$ cat config.mk
export PLATFORM = sky130hd
export DESIGN_NAME = dmem_arbiter
export DESIGN_NICKNAME = d
export VERILOG_FILES = /design/src/rtl/dmem_arbiter_pkg.sv /design/src/rtl/dmem_arbiter_arb_rr2.sv /design/src/rtl/dmem_arbiter.sv
export SDC_FILE = /design/constraint.sdc
export NUM_CORES = 1
export LEC_CHECK = 0
export ABC_AREA = 1
export CAP_MARGIN = 30
export CORE_MARGIN = 2
export CORE_UTILIZATION = 41
export CTS_BUF_LIST = sky130_fd_sc_hd__clkbuf_16
export DETAILED_ROUTE_END_ITERATION = 12
export PLACE_DENSITY = 0.78
export SYNTH_ARGS = -nofsm -noshare
export SYNTH_HDL_FRONTEND = slang
export SYNTH_SLANG_ARGS = --single-unit
$ cat constraint.sdc
create_clock -name clk -period 2.6 [get_ports clk]
set_clock_uncertainty 0.2 [all_clocks]
set_input_delay 0.52 -clock clk [delete_from_list [all_inputs] [get_ports clk]]
set_output_delay 0.52 -clock clk [all_outputs]
set_load 0.1 [all_outputs]
$ cat src/rtl/dmem_arbiter_pkg.sv
// ============================================================================
// Module   : dmem_arbiter_pkg
// Brief    : Shared port ids and FSM state encoding for the data-memory arbiter.
// Revision : 1.0 - initial release
// ============================================================================
`default_nettype none

package dmem_arbiter_pkg;

  localparam logic ARB_CPU = 1'b0;
  localparam logic ARB_EXT = 1'b1;

  typedef enum logic [1:0] {
    ARB_IDLE  = 2'd0,
    ARB_ISSUE = 2'd1,
    ARB_WAIT  = 2'd2,
    ARB_RESP  = 2'd3
  } arb_state_t;

endpackage

`default_nettype wire

$ cat src/rtl/dmem_arbiter_arb_rr2.sv
// ============================================================================
// Module   : arb_rr2
// Brief    : Combinational two-way round-robin picker (CPU vs external port).
// Revision : 1.0 - initial release
// ============================================================================
`default_nettype none

module arb_rr2
  import dmem_arbiter_pkg::*;
(
  input  logic req_cpu,
  input  logic req_ext,
  input  logic last_gnt,
  output logic valid,
  output logic winner
);

  logic w_tie;

  assign w_tie = req_cpu & req_ext;
  assign valid = req_cpu | req_ext;

  // On a tie the port that did not win last time goes next
  assign winner = w_tie ? ((last_gnt == ARB_CPU) ? ARB_EXT : ARB_CPU)
                        : (req_ext ? ARB_EXT : ARB_CPU);

endmodule

`default_nettype wire

$ cat src/rtl/dmem_arbiter.sv
// ============================================================================
// Module   : dmem_arbiter
// Brief    : Round-robin arbiter sharing a single-port synchronous data RAM
//            between the CPU load/store path and an external port.
// Revision : 1.0 - initial release
// ============================================================================
`default_nettype none

module dmem_arbiter
  import dmem_arbiter_pkg::*;
#(
  parameter int ADDR_W  = 8,
  parameter int DATA_W  = 16,
  parameter int MEM_LAT = 1
)(
  input  logic              clk,
  input  logic              rst,

  input  logic              cpu_req,
  input  logic              cpu_we,
  input  logic [ADDR_W-1:0] cpu_addr,
  input  logic [DATA_W-1:0] cpu_wdata,
  output logic              cpu_gnt,
  output logic              cpu_rdy,
  output logic [DATA_W-1:0] cpu_rdata,

  input  logic              ext_req,
  input  logic              ext_we,
  input  logic [ADDR_W-1:0] ext_addr,
  input  logic [DATA_W-1:0] ext_wdata,
  output logic              ext_gnt,
  output logic              ext_rdy,
  output logic [DATA_W-1:0] ext_rdata,

  output logic              mem_en,
  output logic              mem_we,
  output logic [ADDR_W-1:0] mem_addr,
  output logic [DATA_W-1:0] mem_wdata,
  input  logic [DATA_W-1:0] mem_rdata
);

  localparam logic [1:0] c_CNT_INIT = 2'(MEM_LAT - 1);

  arb_state_t r_state;
  arb_state_t w_state_nxt;

  logic       r_last_gnt;
  logic       r_owner;
  logic [1:0] r_cnt;

  logic       w_valid;
  logic       w_winner;
  logic       w_take;
  logic       w_done;
  logic       w_cpu_gnt_nxt;
  logic       w_ext_gnt_nxt;
  logic       w_cpu_rdy_nxt;
  logic       w_ext_rdy_nxt;

  arb_rr2 u_rr2 (
    .req_cpu  (cpu_req),
    .req_ext  (ext_req),
    .last_gnt (r_last_gnt),
    .valid    (w_valid),
    .winner   (w_winner)
  );

  assign w_done = (r_state == ARB_WAIT) && (r_cnt == 2'd0);

  // Requests are only looked at on the edges leaving IDLE or RESP
  always_comb begin
    w_take      = 1'b0;
    w_state_nxt = r_state;
    case (r_state)
      ARB_IDLE: begin
        w_take = w_valid;
        if (w_valid) w_state_nxt = ARB_ISSUE;
      end
      ARB_ISSUE: w_state_nxt = ARB_WAIT;
      ARB_WAIT:  if (r_cnt == 2'd0) w_state_nxt = ARB_RESP;
      ARB_RESP: begin
        w_take      = w_valid;
        w_state_nxt = w_valid ? ARB_ISSUE : ARB_IDLE;
      end
      default:   w_state_nxt = ARB_IDLE;
    endcase

    w_cpu_gnt_nxt = w_take && (w_winner == ARB_CPU);
    w_ext_gnt_nxt = w_take && (w_winner == ARB_EXT);
    w_cpu_rdy_nxt = w_done && (r_owner == ARB_CPU);
    w_ext_rdy_nxt = w_done && (r_owner == ARB_EXT);
  end

  always_ff @(posedge clk or posedge rst) begin
    if (rst) r_state <= ARB_IDLE;
    else     r_state <= w_state_nxt;
  end

  // The mem_* output registers double as the request latch
  always_ff @(posedge clk or posedge rst) begin
    if (rst) begin
      r_last_gnt <= ARB_EXT;
      r_owner    <= ARB_CPU;
      r_cnt      <= 2'd0;
      cpu_gnt    <= 1'b0;
      ext_gnt    <= 1'b0;
      cpu_rdy    <= 1'b0;
      ext_rdy    <= 1'b0;
      cpu_rdata  <= '0;
      ext_rdata  <= '0;
      mem_en     <= 1'b0;
      mem_we     <= 1'b0;
      mem_addr   <= '0;
      mem_wdata  <= '0;
    end else begin
      cpu_gnt <= w_cpu_gnt_nxt;
      ext_gnt <= w_ext_gnt_nxt;
      cpu_rdy <= w_cpu_rdy_nxt;
      ext_rdy <= w_ext_rdy_nxt;
      mem_en  <= w_take;

      if (w_take) begin
        r_owner    <= w_winner;
        r_last_gnt <= w_winner;
        mem_we     <= (w_winner == ARB_EXT) ? ext_we    : cpu_we;
        mem_addr   <= (w_winner == ARB_EXT) ? ext_addr  : cpu_addr;
        mem_wdata  <= (w_winner == ARB_EXT) ? ext_wdata : cpu_wdata;
      end

      if (r_state == ARB_ISSUE)
        r_cnt <= c_CNT_INIT;
      else if ((r_state == ARB_WAIT) && (r_cnt != 2'd0))
        r_cnt <= r_cnt - 2'd1;

      if (w_done && !mem_we) begin
        if (r_owner == ARB_CPU) cpu_rdata <= mem_rdata;
        else                    ext_rdata <= mem_rdata;
      end
    end
  end

endmodule

`default_nettype wire

==> results of run 1 <==
worst reg2reg max path: cells and delay by family (launching register included):
family / cells / cell delay [ns]
adders and majority gates: 1 / 0.42
and+or+nand+nor: 3 / 0.60
DFF: 1 / 0.41
buffers and inverters: 2 / 0.33
cell families after synthesis:
family,synth area share (%)
AND/OR/NAND/NOR,24.0
flip-flops,59.7
buffers and inverters,6.80
AO/OA/AOI/OAI,6.93
adder cells (fa/ha/maj),2.63
cell usage in the layout, fill, tap and decap left out:
master | netlist | routed
clkinv_4 | 0 | 2
a21oi_1 | 1 | 1
inv_1 | 26 | 25
clkbuf_16 | 0 | 9
dfrtp_1 | 67 | 67
nand2_1 | 96 | 96
clkdlybuf4s50_1 | 0 | 69
inv_2 | 0 | 1
nor2_2 | 1 | 1
buf_12 | 0 | 1
nor2_1 | 4 | 4
nor2_8 | 1 | 1
bufinv_16 | 0 | 1
clkinvlp_4 | 0 | 1
nor2_4 | 1 | 1
dfstp_2 | 1 | 1
buf_4 | 0 | 65
ha_1 | 6 | 6
o21ai_0 | 37 | 37
clkinv_1 | 0 | 2
inv_4 | 1 | 1
nand2_2 | 1 | 1
nand3_1 | 53 | 53
clkinv_2 | 0 | 1
o21bai_1 | 1 | 1
sequential cells by signal, summed over array words and instances, names as in the netlist:
name        count
r_last_gnt      1
ext_rdy         1
r_owner         1
ext_rdata      16
cpu_rdy         1
mem_en          1
cpu_rdata      16
ext_gnt         1
cpu_gnt         1
r_state         2
mem_we          1
r_cnt           2
mem_addr        8
mem_wdata      16
metal layers:
| metal | global-route usage [%] | vias to the layer above | routed length [um] | part of all wire, % |
|---|---|---|---|---|
| met5 | 0 | - | 0 | 0 |
| met2 | 29.8 | 161 | 3330 | 45 |
| met3 | 5.59 | 9 | 765 | 10 |
| met4 | 8.11 | 0 | 108 | 1.5 |
| met1 | 25.9 | 1161 | 3120 | 43 |
| li1 | - | 1269 | - | - |
area by class of cell:
cell class              count  area (um2)
clock buffers               9         225
clock inverters             7        67.6
fillers                   561        2400
inverters                  27         104
multi-input cells         202         957
flip-flops and latches     68        1700
well taps                  80         100
repair buffers            135        1200
worst min-delay path by stage:
stage,startpoint,cells past startpoint,to
6_report,r_owner,1,cpu_rdy
4_1_cts,r_last_gnt,2,r_last_gnt
3_5_place_dp,r_last_gnt,2,r_last_gnt
5_1_grt,r_owner,1,cpu_rdy
2_1_floorplan,r_owner,1,cpu_rdy
3_3_place_gp,r_owner,1,cpu_rdy
stage by stage:
| stage | setup WS, ns | util [%] | hold WS, ns |
|---|---|---|---|
| global placement | 0.402 | 60.1 | 0.253 |
| detailed placement | 0.344 | 60.1 | 0.255 |
| global route | 0.423 | 64.5 | 0.283 |
| CTS | 0.553 | 64.5 | 0.269 |
| finish | 0.522 | 64.5 | 0.263 |
| floorplan | 0.170 | - | 0.225 |
==> results.yml, run 1 <==
run_status:
  run_status: "completed"
critical_path:
  path_max_fanout: 28
  rrSetupSlack_ns: 0.52
  cpLargestDelayFamily: "simple AND/OR/NAND/NOR gates"
  cp.buffers_inverters: 2
  worst_ep_required_time_ns: 2.60
  cp.depth: 6
  cp-end-kind: "flop"
  slowest_stage: "ha_1"
  reg2reg_to: "mem_wdata[11]"
  ff2ff_path_depth: 6
  cpPeakStageDelay_ns: 0.42
  cp_cell_sequence: "inv_1, ha_1, nor2_8, inv_4, nand2_1, nand3_1"
  worstSetupPathType: "flop to flop"
  cp-endpoint: "mem_wdata[11]"
  regToRegStartpoint: "r_state[0]"
  worstSetupStartpointType: "flop"
  crit_start: "r_state[0]"
  crit_arrival_ns: 2.08
grt:
  grt_pass1_wl_um: 11400
  gr-total-overflow: 0
  grt_use_total_pct: 19.5
  grt_max_degree: 69
  antenna_found_initial: 0
  first_global_vias: 2410
detailed_routing:
  postRouteAntennaNets: 0
  drt-vias-per-instance: 4.92
  drc: 0
  routedWlPerCell_um: 13.9
  first_iter_violations: 157
  vias: 2600
  wl_um: 7320
  firstDrtPassIters: 4
cts:
  h-tree-depth: 3
  cts_tree: "built"
  cts_buffer_depth: 2
  clock-root-buffer: "clkbuf_16"
  post-cts-setup-buffers: 0
  cts_hold_buffers: 0
  ctsResizeCount: 0
  clk_latency_ns: 0.32
  path_clk_slew_ns: 0.05
  cts_buffers: 9
  clock_sinks: 68
yosys:
  syn_avg_cell_area_um2: 9.18
  synth-seq-area-share_pct: 59.7
  ys_top_cells_by_area: "dfrtp_1 59%, nand2_1 13%, nand3_1 9.3%, o21ai_0 6.5%, inv_1 3.4%"
  yosysWarnings: 0
  synthDistinctLibCells: 18
  synth_most_common_cell: "nand2_1"
  syn_inst: 311
  synth-seq-cells: 68
  synth_nets: 387
  synth_commonest_cells: "96 x nand2_1, 67 x dfrtp_1, 53 x nand3_1"
  yosys.area.top_type_share_pct: 58.7
  yosysTopAreaCell: "dfrtp_1"
  async_reset_ff_share_pct: 100
  syn_area_um2: 2850
  synth_edf_count: 0
  synth_flop_cell: "dfrtp_1"
die:
  rows: 30
  core_area_um2: 6760
  ios: 132
  die_w_um: 87.4
  initial_core_util_pct: 42.2
  dieArea_um2: 7640
  die_h_um: 87.4
final_layout:
  drive_gt1_share_pct: 19.4
  fin_area_um2: 4360
  diodes: 0
  fin_nets: 519
  instances_no_fill: 528
  areaGrowthSynthToFinish_pct: 52.6
place:
  placed_area_um2: 4060
  dp.cells: 512
  finalWeightedCongestion: 0.780
  dpl.hpwl_um: 5190
  io_buffers: 131
timing:
  period_share_pct: 79.9
  fmax_ghz: 0.481
  rsz0062_at_grt: "false"
  maxSlewHeadroom_pct: 58.6
  drv_slew: 0
  tns_ns: 0
  period_minus_slack_ns: 2.08
  finalSetupViolations: 0
  max_slew.worst_pin.slew_ns: 0.619
  hold_viol: 0
job:
  max_cap_viol_count: 0
hold_path:
  min_path_type: "flop to flop"
Power of run 1 is left out: the tool's default activity adds up to more than one toggle a clock period on the data nets, which glitch-free logic cannot reach.
==> run 2, diff against run 1 <==
--- a/config.mk
+++ b/config.mk
@@ -8,10 +8,10 @@
 export ABC_AREA = 1
 export CAP_MARGIN = 30
 export CORE_MARGIN = 2
-export CORE_UTILIZATION = 41
+export CORE_UTILIZATION = 37
 export CTS_BUF_LIST = sky130_fd_sc_hd__clkbuf_16
 export DETAILED_ROUTE_END_ITERATION = 12
-export PLACE_DENSITY = 0.78
+export PLACE_DENSITY = 0.74
 export SYNTH_ARGS = -nofsm -noshare
 export SYNTH_HDL_FRONTEND = slang
 export SYNTH_SLANG_ARGS = --single-unit
==> constraint.sdc (replaced) <==
create_clock -name clk -period 1.7 [get_ports clk]
set_clock_uncertainty 0.2 [all_clocks]
set_input_delay 0.34 -clock clk [delete_from_list [all_inputs] [get_ports clk]]
set_output_delay 0.34 -clock clk [all_outputs]
set_load 0.1 [all_outputs]
==> run 2 against run 1 <==
The flow now finishes with violations (setup timing). Non-clock buffer count rose by 18. Cell area rose by 30%. Global-route usage rose by 2.0 points. Worst setup slack got worse by 0.53 ns. Fmax rose by 22%. Core utilization rose by 10 points. Clock-buffer cell count did not move. Routed wire length rose by 32%.
==> results.yml, run 2 (synthesis results as in run 1) <==
run_status:
  run_status: "complete, but fails checks"
  violations: "setup timing"
critical_path:
  reg2reg_to: "cpu_rdata[7]"
  worst_ep_required_time_ns: 1.71
  cp-end-kind: "flop"
  rrSetupSlack_ns: -0.006
  ff2ff_path_depth: 9
  worstSetupStartpointType: "flop"
  regToRegStartpoint: "r_state[0]"
  worstSetupPathType: "flop to flop"
  path_max_fanout: 8
  crit_start: "r_state[0]"
  crit_arrival_ns: 1.72
  cp-endpoint: "cpu_rdata[7]"
die:
  die_h_um: 91.8
  die_w_um: 91.8
  rows: 32
  core_area_um2: 7610
  initial_core_util_pct: 37.5
  dieArea_um2: 8430
  ios: 132
timing:
  drv_slew: 0
  maxSlewHeadroom_pct: 76.3
  max_slew.worst_pin.slew_ns: 0.355
  period_minus_slack_ns: 1.71
  rsz0062_at_grt: "true"
  finalWorstSetupSlack_ns: -0.00647
  period_share_pct: 100
  finalSetupViolations: 4
  hold_viol: 0
  fmax_ghz: 0.586
cts:
  clock_sinks: 68
  clock-root-buffer: "clkbuf_16"
  cts_buffers: 9
  cts_buffer_depth: 2
  cts_tree: "built"
  h-tree-depth: 3
  path_clk_slew_ns: 0.06
  clk_latency_ns: 0.32
place:
  finalWeightedCongestion: 0.771
  io_buffers: 131
  dpl.hpwl_um: 5980
  pre_cts_ws_ns: -0.291
final_layout:
  top_regs: "cpu_rdata x16, ext_rdata x16, mem_wdata x16"
  drive_gt1_share_pct: 32.1
  fin_nets: 538
  final_common_cell: "nand2_1"
  final_cell_mix: "73 x nand2_1, 70 x buf_12, 69 x clkdlybuf4s50_1"
  areaGrowthSynthToFinish_pct: 98.7
  diodes: 0
detailed_routing:
  drt-vias-per-instance: 4.91
  first_iter_violations: 94
  firstDrtPassIters: 4
  wl_um: 9630
  vias: 2796
  postRouteAntennaNets: 0
  drc: 0
  routedWlPerCell_um: 16.9
hold_path:
  min_path_type: "primary input to async pin"
job:
  max_cap_viol_count: 0
grt:
  first_global_vias: 2865
  grt_max_degree: 34
  gr-total-overflow: 0
  antenna_found_initial: 0
  grt_pass1_wl_um: 14100
  grt_use_total_pct: 21.4
## run 2: worst min path at each step
stage / slack [ns] / cells after the start / endpoint
5_1_grt: 0.13 / 2 / cpu_rdy
6_report: 0.11 / 2 / r_cnt[0]
3_3_place_gp: 0.24 / 1 / cpu_rdy
4_1_cts: 0.11 / 2 / r_cnt[0]
3_5_place_dp: 0.26 / 1 / cpu_rdy
2_1_floorplan: 0.22 / 1 / cpu_gnt
## run 2: final cells by class
| class | instances | area, um2 |
|---|---|---|
| clock buffers | 9 | 225 |
| fillers | 484 | 1940 |
| flip-flops and latches | 68 | 1700 |
| repair buffers | 153 | 2280 |
| well taps | 102 | 128 |
| multi-input cells | 203 | 1150 |
| clock inverters | 7 | 82.6 |
| inverters | 27 | 108 |
## run 2: through the flow
| step | utilization (%) | instance area [um2] | TNS [ns] | hold slack (ns) | instances |
|---|---|---|---|---|---|
| floorplan | - | 2860 | 0 | 0.223 | 311 |
| global placement | 66.0 | 5020 | -7.39 | 0.238 | 544 |
| detailed placement | 66.0 | 5020 | -9.76 | 0.260 | 544 |
| CTS | 71.3 | 5420 | 0 | 0.107 | 565 |
| global route | 74.5 | 5670 | -0.992 | 0.130 | 569 |
| finish | 74.5 | 5670 | -0.0139 | 0.112 | 569 |
## run 2: critical path, stage by stage (launching register included)
cell       delay (ns)
dfrtp_1          0.39
inv_2            0.11
buf_6            0.11
ha_4             0.13
nand2_4          0.05
nor2_4           0.16
nand2_4          0.12
clkbuf_16        0.20
nand2_2          0.07
o21ai_2          0.06
## run 2: layer usage
layer  global-route usage, %  wire length, um  vias up
li1                        -                -     1306
met1                    25.2             3660     1355
met2                    36.6             5090      126
met3                    7.72              788        9
met4                    6.72              100        0
met5                       0                0        -
## run 2: what timing repair did
item                       4_1_cts  5_1_grt
gates resized for setup         11       74
setup buffers                    3        1
pin swaps                        1        3
hold buffers                     0        0
gates cloned                     2        3
setup endpoints to repair       60       45
Power of run 2 is left out for the same reason.
==> run 3, diff against run 2 <==
--- a/config.mk
+++ b/config.mk
@@ -5,7 +5,6 @@
 export SDC_FILE = /design/constraint.sdc
 export NUM_CORES = 1
 export LEC_CHECK = 0
-export ABC_AREA = 1
 export CAP_MARGIN = 30
 export CORE_MARGIN = 2
 export CORE_UTILIZATION = 37
==> run 3 against run 2 <==
The run still ends with setup timing left. Non-clock buffer count is 5 higher. Core utilization increased by 1.5 points. Global-route usage shrank 1.4 points. Clock-buffer cell count stayed put. Register-to-register slack worse by 0.08 ns. Cell area down 2.2%. Sequential share of layout area increased by 0.67 points. Worst setup slack got worse by 0.084 ns. Critical path type unchanged. Highest routed layer unchanged.
==> results.yml, run 3 <==
run_status:
  run_status: "complete, but fails checks"
  violations: "setup timing"
cts:
  h-tree-depth: 3
  clock-root-buffer: "clkbuf_16"
  cts_buffer_depth: 2
  clk_latency_ns: 0.32
  cts_hold_buffers: 0
  cts_buffers: 9
  clock_sinks: 68
  cts_tree: "built"
  path_clk_slew_ns: 0.06
die:
  die_h_um: 91.0
  rows: 31
  dieArea_um2: 8280
  die_w_um: 91.0
  core_area_um2: 7290
  ios: 132
  initial_core_util_pct: 38.4
place:
  placed_area_um2: 5030
  dpl.hpwl_um: 5580
  pre_cts_ws_ns: -0.412
  finalWeightedCongestion: 0.812
  io_buffers: 131
critical_path:
  path_max_fanout: 6
  slowest_stage: "dfrtp_1"
  cp-end-kind: "flop"
  worstSetupStartpointType: "flop"
  cp_cell_sequence: "inv_2, ha_4, inv_4, o211a_4, buf_6, a221o_1"
  cp.buffers_inverters: 3
  worstSetupPathType: "flop to flop"
  crit_arrival_ns: 1.79
  cpLargestDelayFamily: "compound AO/OA/AOI/OAI gates"
  worst_ep_required_time_ns: 1.70
  cpPeakStageDelay_ns: 0.39
yosys:
  synth_flop_cell: "dfrtp_1"
  yosysWarnings: 0
  async_reset_ff_share_pct: 100
  syn_area_um2: 2800
  synth_commonest_cells: "67 x dfrtp_1, 32 x mux2_2, 25 x a221o_1, 25 x and2_1, 8 x inv_1"
  synthDistinctLibCells: 29
  syn_avg_cell_area_um2: 14.2
  yosys.area.top_type_share_pct: 59.8
  yosysTopAreaCell: "dfrtp_1"
  syn_inst: 197
  synth-seq-area-share_pct: 60.8
  synth_edf_count: 0
  synth_nets: 273
  synth-seq-cells: 68
  synth_most_common_cell: "dfrtp_1"
  ys_top_cells_by_area: "dfrtp_1 60%, mux2_2 13%, a221o_1 8.9%, and2_1 5.6%, ha_1 2.7%"
job:
  max_cap_viol_count: 0
detailed_routing:
  postRouteAntennaNets: 0
  drt-vias-per-instance: 4.93
  drc: 0
  routedWlPerCell_um: 17.7
  first_iter_violations: 68
  firstDrtPassIters: 4
  wl_um: 8220
  vias: 2284
final_layout:
  drive_gt1_share_pct: 46.2
  final_common_cell: "clkdlybuf4s50_1"
  fin_area_um2: 5550
  areaGrowthSynthToFinish_pct: 98.0
  fin_nets: 435
  diodes: 0
  final_cell_mix: "67 x clkdlybuf4s50_1, 66 x dfrtp_1, 66 x buf_12"
  final_util_pct: 76.1
  top_regs: "cpu_rdata x16, ext_rdata x16, mem_wdata x16"
timing:
  fmax_ghz: 0.558
  drv_slew: 0
  max_slew.worst_pin.slew_ns: 0.477
  hold_viol: 0
  finalWorstSetupSlack_ns: -0.0907
  maxSlewHeadroom_pct: 68.2
  period_share_pct: 105
  finalSetupViolations: 54
  period_minus_slack_ns: 1.79
  rsz0062_at_grt: "true"
grt:
  first_global_vias: 2470
  grt_pass1_wl_um: 12800
  grt_max_degree: 52
  antenna_found_initial: 0
  gr-total-overflow: 0
  grt_use_total_pct: 20.0
hold_path:
  min_path_type: "primary input to async pin"
==> run 3: cell count changes in the layout (fill, tap and decap cells not counted), sizes merged, moves of 6 or more <==
cell,previous run,this run
nand2,97,1
inv,30,8
o21ai,37,0
nand3,53,0
mux2,0,32
buf,81,87
and2,0,25
a221o,0,25
==> run 3: what timing repair did <==
action,CTS,global route
gates resized for setup,18,6
pin swaps,2,7
setup endpoints to repair,57,59
setup buffers,4,2
cloned,4,2
==> run 3: tightest hold or removal path: stages <==
cell and delay, ns:
clkdlybuf4s50_1 0.44, clkinvlp_4 0.11, buf_12 0.26
==> run 3: cell families (layout without fill, tap and decap cells) <==
group                      count (synthesis)  in the layout  synth area share [%]
DFF                                       68             68                  60.8
xor gates and xnor gates                   1              1                 0.313
muxes                                     33             33                  13.2
adders and majority gates                  6              6                  2.68
and+or+nand+nor                           36             36                  7.59
buffers and inverters                     18            182                  3.30
AOI/OAI and AO/OA                         35             38                  12.1
==> run 3: path summary, 6_finish.rpt <==
kind                            startpoint           end  slack (ns)  cells past startpoint
min in group clk                   r_owner       cpu_rdy        0.34                      1
worst min register to register     r_owner       cpu_rdy        0.34                      1
worst min-delay path                   rst  ext_rdata[3]        0.25                      3
worst max register to register  r_state[1]  mem_wdata[0]       -0.09                      6
worst max-delay path            r_state[1]  mem_wdata[0]       -0.09                      6
max in group asynchronous              rst    r_last_gnt        0.76                      3
==> run 3: area by class of cell <==
| cell class | count | area, um2 |
|---|---|---|
| tap | 99 | 124 |
| multi-input combinational | 114 | 1150 |
| timing repair buffer | 158 | 2230 |
| clock inverter | 7 | 70.1 |
| fill | 479 | 1750 |
| sequential | 68 | 1700 |
| inverter | 8 | 36.3 |
| clock buffer | 9 | 225 |
==> run 3: per-layer routing <==
layer / share of wire [%] / GRT usage, % / up-vias
li1: - / - / 1052
met3: 8.4 / 7.39 / 13
met5: 0 / 0 / -
met2: 50 / 32.9 / 110
met1: 40 / 23.5 / 1109
met4: 1.9 / 8.59 / 0
==> run 3: metrics by stage <==
| stage | hold WS, ns | setup TNS, ns | instances |
|---|---|---|---|
| 2_1_floorplan | 0.285 | -3.61 | 197 |
| 3_3_place_gp | 0.319 | -11.06 | 435 |
| 3_5_place_dp | 0.328 | -12.22 | 435 |
| 4_1_cts | 0.246 | -2.82 | 459 |
| 5_1_grt | 0.267 | -5.92 | 463 |
| 6_report | 0.246 | -2.70 | 463 |
Power of run 3 is left out for the same reason.
